### src/rtl/instr_register_pkg.sv
// Shared types for the instruction register and execute stage.
// Opcodes, operand/result types and divider iteration count.
package instr_register_pkg;

    localparam int OP_W       = 32;
    localparam int RES_W      = 64;
    localparam int DIV_CYCLES = OP_W;

    typedef enum logic [2:0] {
        ZERO  = 3'd0,
        PASSA = 3'd1,
        PASSB = 3'd2,
        ADD   = 3'd3,
        SUB   = 3'd4,
        MULT  = 3'd5,
        DIV   = 3'd6,
        MOD   = 3'd7
    } opcode_t;

    typedef logic signed [OP_W-1:0]  operand_t;
    typedef logic signed [RES_W-1:0] operand_res_t;

    typedef struct packed {
        opcode_t  opcode;
        operand_t op_a;
        operand_t op_b;
    } instruction_t;

    function automatic logic is_div_op(input opcode_t op);
        return (op == DIV) || (op == MOD);
    endfunction

    function automatic operand_res_t sext(input operand_t v);
        return {{(RES_W-OP_W){v[OP_W-1]}}, v};
    endfunction

endpackage

### src/rtl/instr_div_iter.sv
// Iterative signed restoring divider, one quotient bit per cycle.
// Results are valid combinationally while done is high.
module instr_div_iter
    import instr_register_pkg::*;
(
    input  logic         clk,
    input  logic         reset,
    input  logic         start,
    input  operand_t     dividend,
    input  operand_t     divisor,
    output logic         busy,
    output logic         done,
    output operand_res_t quotient,
    output operand_res_t remainder
);

    localparam int CW = $clog2(DIV_CYCLES);

    logic [CW-1:0]   cnt;
    logic [OP_W-1:0] q_r;
    logic [OP_W-1:0] d_r;
    logic [OP_W:0]   r_r;
    logic            neg_q;
    logic            neg_r;

    logic [OP_W:0]    shifted;
    logic [OP_W:0]    diff;
    logic [OP_W:0]    r_nxt;
    logic [OP_W-1:0]  q_nxt;
    logic [RES_W-1:0] q_mag;
    logic [RES_W-1:0] r_mag;

    // One restoring step plus sign fix-up of the final iteration
    always_comb begin
        shifted = {r_r[OP_W-1:0], q_r[OP_W-1]};
        diff    = shifted - {1'b0, d_r};
        if (!diff[OP_W]) begin
            r_nxt = diff;
            q_nxt = {q_r[OP_W-2:0], 1'b1};
        end else begin
            r_nxt = shifted;
            q_nxt = {q_r[OP_W-2:0], 1'b0};
        end
        q_mag     = {{(RES_W-OP_W){1'b0}}, q_nxt};
        r_mag     = {{(RES_W-OP_W){1'b0}}, r_nxt[OP_W-1:0]};
        quotient  = neg_q ? -q_mag : q_mag;
        remainder = neg_r ? -r_mag : r_mag;
        done      = busy && (cnt == CW'(DIV_CYCLES-1));
    end

    // Load magnitudes on start, then iterate until the last bit
    always_ff @(posedge clk or posedge reset) begin
        if (reset) begin
            cnt   <= '0;
            q_r   <= '0;
            d_r   <= '0;
            r_r   <= '0;
            neg_q <= 1'b0;
            neg_r <= 1'b0;
            busy  <= 1'b0;
        end else if (start) begin
            cnt   <= '0;
            q_r   <= dividend[OP_W-1] ? -dividend : dividend;
            d_r   <= divisor[OP_W-1]  ? -divisor  : divisor;
            r_r   <= '0;
            neg_q <= dividend[OP_W-1] ^ divisor[OP_W-1];
            neg_r <= dividend[OP_W-1];
            busy  <= 1'b1;
        end else if (busy) begin
            q_r <= q_nxt;
            r_r <= r_nxt;
            cnt <= cnt + CW'(1);
            if (done) begin
                busy <= 1'b0;
            end
        end
    end

endmodule

### src/rtl/instr_exec_unit.sv
// Execute stage: single-cycle ALU ops plus 32-cycle signed DIV/MOD.
// Define EXEC_STATS_EN to add issue/busy/div-by-zero counters.
module instr_exec_unit
    import instr_register_pkg::*;
(
    input  logic         clk,
    input  logic         reset,
    input  logic         in_valid,
    output logic         in_ready,
    input  opcode_t      in_opcode,
    input  operand_t     in_op_a,
    input  operand_t     in_op_b,
    output logic         out_valid,
    input  logic         out_ready,
    output operand_res_t out_result,
    output opcode_t      out_opcode,
    output logic         out_div_zero
`ifdef EXEC_STATS_EN
    ,
    output logic [31:0]  stat_issued,
    output logic [31:0]  stat_div_busy_cycles,
    output logic [15:0]  stat_div_zero
`endif
);

    typedef enum logic {IDLE, DIV_RUN} state_t;

    state_t       state;
    state_t       state_nxt;
    opcode_t      div_op;
    operand_res_t fast_res;
    operand_res_t div_quo;
    operand_res_t div_rem;
    logic         accept;
    logic         div_start;
    logic         div_zero;
    logic         div_busy;
    logic         div_done;

    // Handshake and classification of the incoming instruction
    always_comb begin
        in_ready  = !reset && (state == IDLE) && (!out_valid || out_ready);
        accept    = in_valid && in_ready;
        div_start = accept && is_div_op(in_opcode) && (in_op_b != '0);
        div_zero  = accept && is_div_op(in_opcode) && (in_op_b == '0);
    end

    // Single-cycle result; DIV/MOD here only covers a zero divisor
    always_comb begin
        fast_res = '0;
        unique case (in_opcode)
            ZERO:  fast_res = '0;
            PASSA: fast_res = sext(in_op_a);
            PASSB: fast_res = sext(in_op_b);
            ADD:   fast_res = sext(in_op_a) + sext(in_op_b);
            SUB:   fast_res = sext(in_op_a) - sext(in_op_b);
            MULT:  fast_res = sext(in_op_a) * sext(in_op_b);
            DIV:   fast_res = '0;
            MOD:   fast_res = '0;
        endcase
    end

    instr_div_iter u_div (
        .clk       (clk),
        .reset     (reset),
        .start     (div_start),
        .dividend  (in_op_a),
        .divisor   (in_op_b),
        .busy      (div_busy),
        .done      (div_done),
        .quotient  (div_quo),
        .remainder (div_rem)
    );

    // Next-state: enter DIV_RUN on a real divide, leave on completion
    always_comb begin
        state_nxt = state;
        unique case (state)
            IDLE:    if (div_start) state_nxt = DIV_RUN;
            DIV_RUN: if (div_done)  state_nxt = IDLE;
        endcase
    end

    // State register and opcode remembered for the divide echo
    always_ff @(posedge clk or posedge reset) begin
        if (reset) begin
            state  <= IDLE;
            div_op <= ZERO;
        end else begin
            state <= state_nxt;
            if (div_start) begin
                div_op <= in_opcode;
            end
        end
    end

    // Output slot: load fast or divider result, else drain on ready
    always_ff @(posedge clk or posedge reset) begin
        if (reset) begin
            out_valid    <= 1'b0;
            out_result   <= '0;
            out_opcode   <= ZERO;
            out_div_zero <= 1'b0;
        end else if (accept && !div_start) begin
            out_valid    <= 1'b1;
            out_result   <= fast_res;
            out_opcode   <= in_opcode;
            out_div_zero <= div_zero;
        end else if (div_done) begin
            out_valid    <= 1'b1;
            out_result   <= (div_op == MOD) ? div_rem : div_quo;
            out_opcode   <= div_op;
            out_div_zero <= 1'b0;
        end else if (out_ready) begin
            out_valid <= 1'b0;
        end
    end

`ifdef EXEC_STATS_EN
    // Saturating activity counters
    always_ff @(posedge clk or posedge reset) begin
        if (reset) begin
            stat_issued          <= '0;
            stat_div_busy_cycles <= '0;
            stat_div_zero        <= '0;
        end else begin
            if (accept && (stat_issued != '1)) begin
                stat_issued <= stat_issued + 32'd1;
            end
            if ((state == DIV_RUN) && (stat_div_busy_cycles != '1)) begin
                stat_div_busy_cycles <= stat_div_busy_cycles + 32'd1;
            end
            if (div_zero && (stat_div_zero != '1)) begin
                stat_div_zero <= stat_div_zero + 16'd1;
            end
        end
    end
`endif

endmodule

### config.mk
export PLATFORM = sky130hd
export DESIGN_NAME = instr_exec_unit
export DESIGN_NICKNAME = d
export VERILOG_FILES = /design/src/rtl/instr_register_pkg.sv /design/src/rtl/instr_div_iter.sv /design/src/rtl/instr_exec_unit.sv
export SDC_FILE = /design/constraint.sdc
export NUM_CORES = 2
export LEC_CHECK = 0
export BUFFER_PORTS_ARGS = -buffer_cell sky130_fd_sc_hd__buf_4
export CORE_MARGIN = 4
export CORE_UTILIZATION = 70
export DETAILED_ROUTE_END_ITERATION = 10
export HOLD_SLACK_MARGIN = 0.05
export PLACE_DENSITY = 0.9
export SLEW_MARGIN = 20
export SYNTH_ARGS = -nofsm -noshare
export SYNTH_HDL_FRONTEND = slang
export SYNTH_SLANG_ARGS = --single-unit
### constraint.sdc
create_clock -name clk -period 18.85 [get_ports clk]
set_input_delay 3.77 -clock clk [delete_from_list [all_inputs] [get_ports clk]]
set_output_delay 3.77 -clock clk [all_outputs]
set_load 0.01 [all_outputs]
==> flow_summary.json <==
{
  "syn_to_final_growth_pct": 3.18,
  "hold_violations": 0,
  "clkTransAtPathRegs_ns": 0.08,
  "ios": 141,
  "dp_hpwl_mm": 135,
  "drive_above_1_share_pct": 4.41,
  "synth_cells": 6140,
  "ys_seq_area_share_pct": 8.30,
  "die_h_um": 284,
  "period_minus_slack_ns": 12.90,
  "cp_slowest_cell": "fa_1",
  "crit_required_ns": 19.17,
  "synth_area_um2": 53400,
  "clk_latency_ns": 0.47,
  "drtIter0Drc": 5818,
  "ys_warn_count": 0,
  "rows": 101,
  "tns_ns": 0,
  "start_kind": "primary input",
  "netlist.area_leader.share_pct": 40.7,
  "cts_max_level": 4,
  "synth_area_leader_cell": "fa_1",
  "holdBufCountCts": 0,
  "synth_edf_count": 0,
  "routed_via_density": 6.68,
  "final_cell_area_um2": 55100,
  "core_area_um2": 75800,
  "setup.worst_path.end_class": "flip-flop",
  "die_w_um": 284,
  "critPathMaxStageDelay_ns": 0.94,
  "grt_pass1_vias": 49200,
  "rsz0062_at_grt": "no",
  "globalplace.congestion": 1.04,
  "port_buffers": 140,
  "cts_setup_buffers": 0,
  "finalCritPeriodShare_pct": 68.4,
  "syn_nets": 7585,
  "crit_path_start": "in_op_a[31]",
  "status": "completed",
  "max_cap_viol_count": 0,
  "crit_path_max_fanout": 52,
  "wl_mm": 183,
  "dieArea_um2": 80800,
  "slew_violations": 0,
  "layout.nets": 7389,
  "critPathKind": "in2reg",
  "fin_worst_skew_ns": 0.0176,
  "wire_per_inst_um": 26.4,
  "grt_max_degree": 108,
  "reg2reg_from": "u_div.q_r[31]",
  "synthFlopType": "dfrtp_1",
  "synthTopCellsByArea": "fa_1 41%, dfrtp_1 8.3%, inv_1 7.6%",
  "antenna_found_initial": 14,
  "avgSynthCellArea_um2": 8.70,
  "via_count": 46400,
  "grt-ovfl-total": 0,
  "start_util_pct": 70.4,
  "synth-seq-cells": 177,
  "critical_path.cell_chain": "buf_4 > clkinv_1 > nor2_1 > fa_1 > fa_1 > fa_1 > fa_1 > fa_1 > fa_1 > fa_1 > fa_1 > ha_1 > nand4_1 > nor2_1 > o311ai_0 > nand3_1 > a31oi_1 > o21ai_0 > a31oi_1 > o31ai_1 > a21boi_0 > mux2i_1 > nand3_1",
  "relSlewSlack_pct": 15.4,
  "async_flop_share_pct": 100,
  "cts_root_buf": "clkbuf_16",
  "numCtsBuffers": 17,
  "clockBufferDepth": 2,
  "ant_nets": 0,
  "hp-class": "reg2reg",
  "grt_pass1_wl_mm": 282,
  "clkSinkCount": 177,
  "post-route-drc-count": 0,
  "cpMostUsedCell": "fa_1",
  "grt_usage_pct": 45.7,
  "placed_area_um2": 54500,
  "cp.arrival_ns": 13.21,
  "first_pass_iters": 9,
  "finalSetupViolCount": 0,
  "tightest_slew_ns": 1.27,
  "max_clock_freq_mhz": 77.5,
  "cts_tree": "yes",
  "ctsResizeCount": 0,
  "synth_cell_types": 101,
  "min-delay-start": "out_result[28]"
}
[layout make-up]
| cell class | instances | area (um^2) |
|---|---|---|
| inverter | 1086 | 4080 |
| antenna | 6 | 15.0 |
| timing repair buffer | 175 | 1320 |
| clock inverter | 15 | 184 |
| clock buffer | 17 | 425 |
| multi-input combinational | 4487 | 43400 |
| tap | 978 | 1220 |
| fill | 5398 | 20700 |
| sequential | 177 | 4430 |
[layout by cell type (no fill, tap or decap), types with 11 or more instances in the layout]
cell and count:
fa_1 1085, inv_1 1080, nand2_1 691, and2_1 445, nor2_1 327, ha_1 289
a21oi_1 270, o21ai_0 234, dfrtp_1 176, buf_4 174, xnor2_1 132, mux2i_1 77
xor2_1 71, a211oi_1 67, a21o_1 65, nor3_1 55, a31oi_1 46, nand3_1 46
nand2b_1 43, o31ai_1 42, o211ai_1 40, or3_1 33, o22ai_1 31, and3_1 25
nor2b_1 23, nand4_1 20, nor4_1 19, o21a_1 18, a22oi_1 18, o21bai_1 18
o41ai_1 17, clkbuf_16 17, or4_1 16, a221oi_1 13, o221ai_1 13, a221o_1 13
a211o_1 11
[registers in the layout (all words and copies together) (netlist names), 3 cells and up]
signal      count
out_opcode      3
u_div.r_r      32
u_div.cnt       5
div_op          3
u_div.d_r      32
out_result     64
u_div.q_r      32
[synth_stat cells (all sizes together), types with 8 or more instances]
cell type,count
or3,33
nor2,330
mux2i,77
a21boi,9
a211o,11
a31oi,47
nand2,692
or2,12
o21bai,19
a221o,13
nand3,47
o211a,8
buf,46
and3,25
nor3b,10
nor4,20
a221oi,15
ha,289
o21a,18
nand4,21
xor2,71
nor2b,25
o22ai,31
o211ai,40
xnor2,132
nand2b,44
nor3,57
a21o,65
a211oi,70
o31ai,42
or4,16
fa,1085
a22oi,18
o311ai,11
inv,1083
and2,445
o221ai,13
clkbuf,344
o41ai,18
o21ai,238
a21oi,270
dfrtp,177
[kinds of logic (layout without fill, tap and decap cells)]
kind of cell,after synthesis,count (layout),synth area share (%)
and+or+nand+nor,1794,1794,16.2
AOI/OAI and AO/OA,1034,1034,12.7
muxes,82,82,1.55
xor gates and xnor gates,203,203,3.33
adders and majority gates,1374,1374,47.5
DFF,177,177,8.30
other,0,6,0
buffers and inverters,1476,1293,10.5
[metal layers]
metal	vias up	part of all wire [%]	global-route usage, %
met5	-	0.038	0
met4	10	10	34.2
met3	1094	13	13.6
met2	3576	43	68.6
met1	22700	33	56.3
li1	18900	-	-
[path summary, 6_finish.rpt]
check                      cells after the start             end  slack [ns]
setup reg to reg                              24  out_result[32]       11.56
min in group asynchronous                      2   u_div.r_r[31]        3.53
hold reg to reg                                2  out_result[28]        0.51
max in group asynchronous                      3   u_div.d_r[20]       14.00
setup / recovery                              23  out_result[58]        5.95
hold / removal                                 2  out_result[28]        0.51
[worst max-delay path, delay by kind of cell]
| family | cells | cell delay [ns] |
|---|---|---|
| compound gates | 6 | 2.02 |
| fa+ha+maj | 9 | 4.98 |
| buf+inv | 2 | 1.25 |
| mux | 1 | 0.20 |
| simple gates | 5 | 0.96 |
[per-stage QoR]
stage | hold slack, ns | setup WS [ns] | util, % | std cells
3_3_place_gp | 0.484 | 5.91 | 71.8 | 6903
6_report | 0.510 | 5.95 | 72.7 | 6941
4_1_cts | 0.507 | 6.04 | 72.6 | 6935
3_5_place_dp | 0.489 | 5.60 | 71.8 | 6903
2_1_floorplan | 0.451 | 7.13 | - | 6140
5_1_grt | 0.541 | 5.50 | 72.6 | 6937
Power is not shown: default switching activity piles up to over one toggle a cycle in this logic, so the estimate is an artifact.
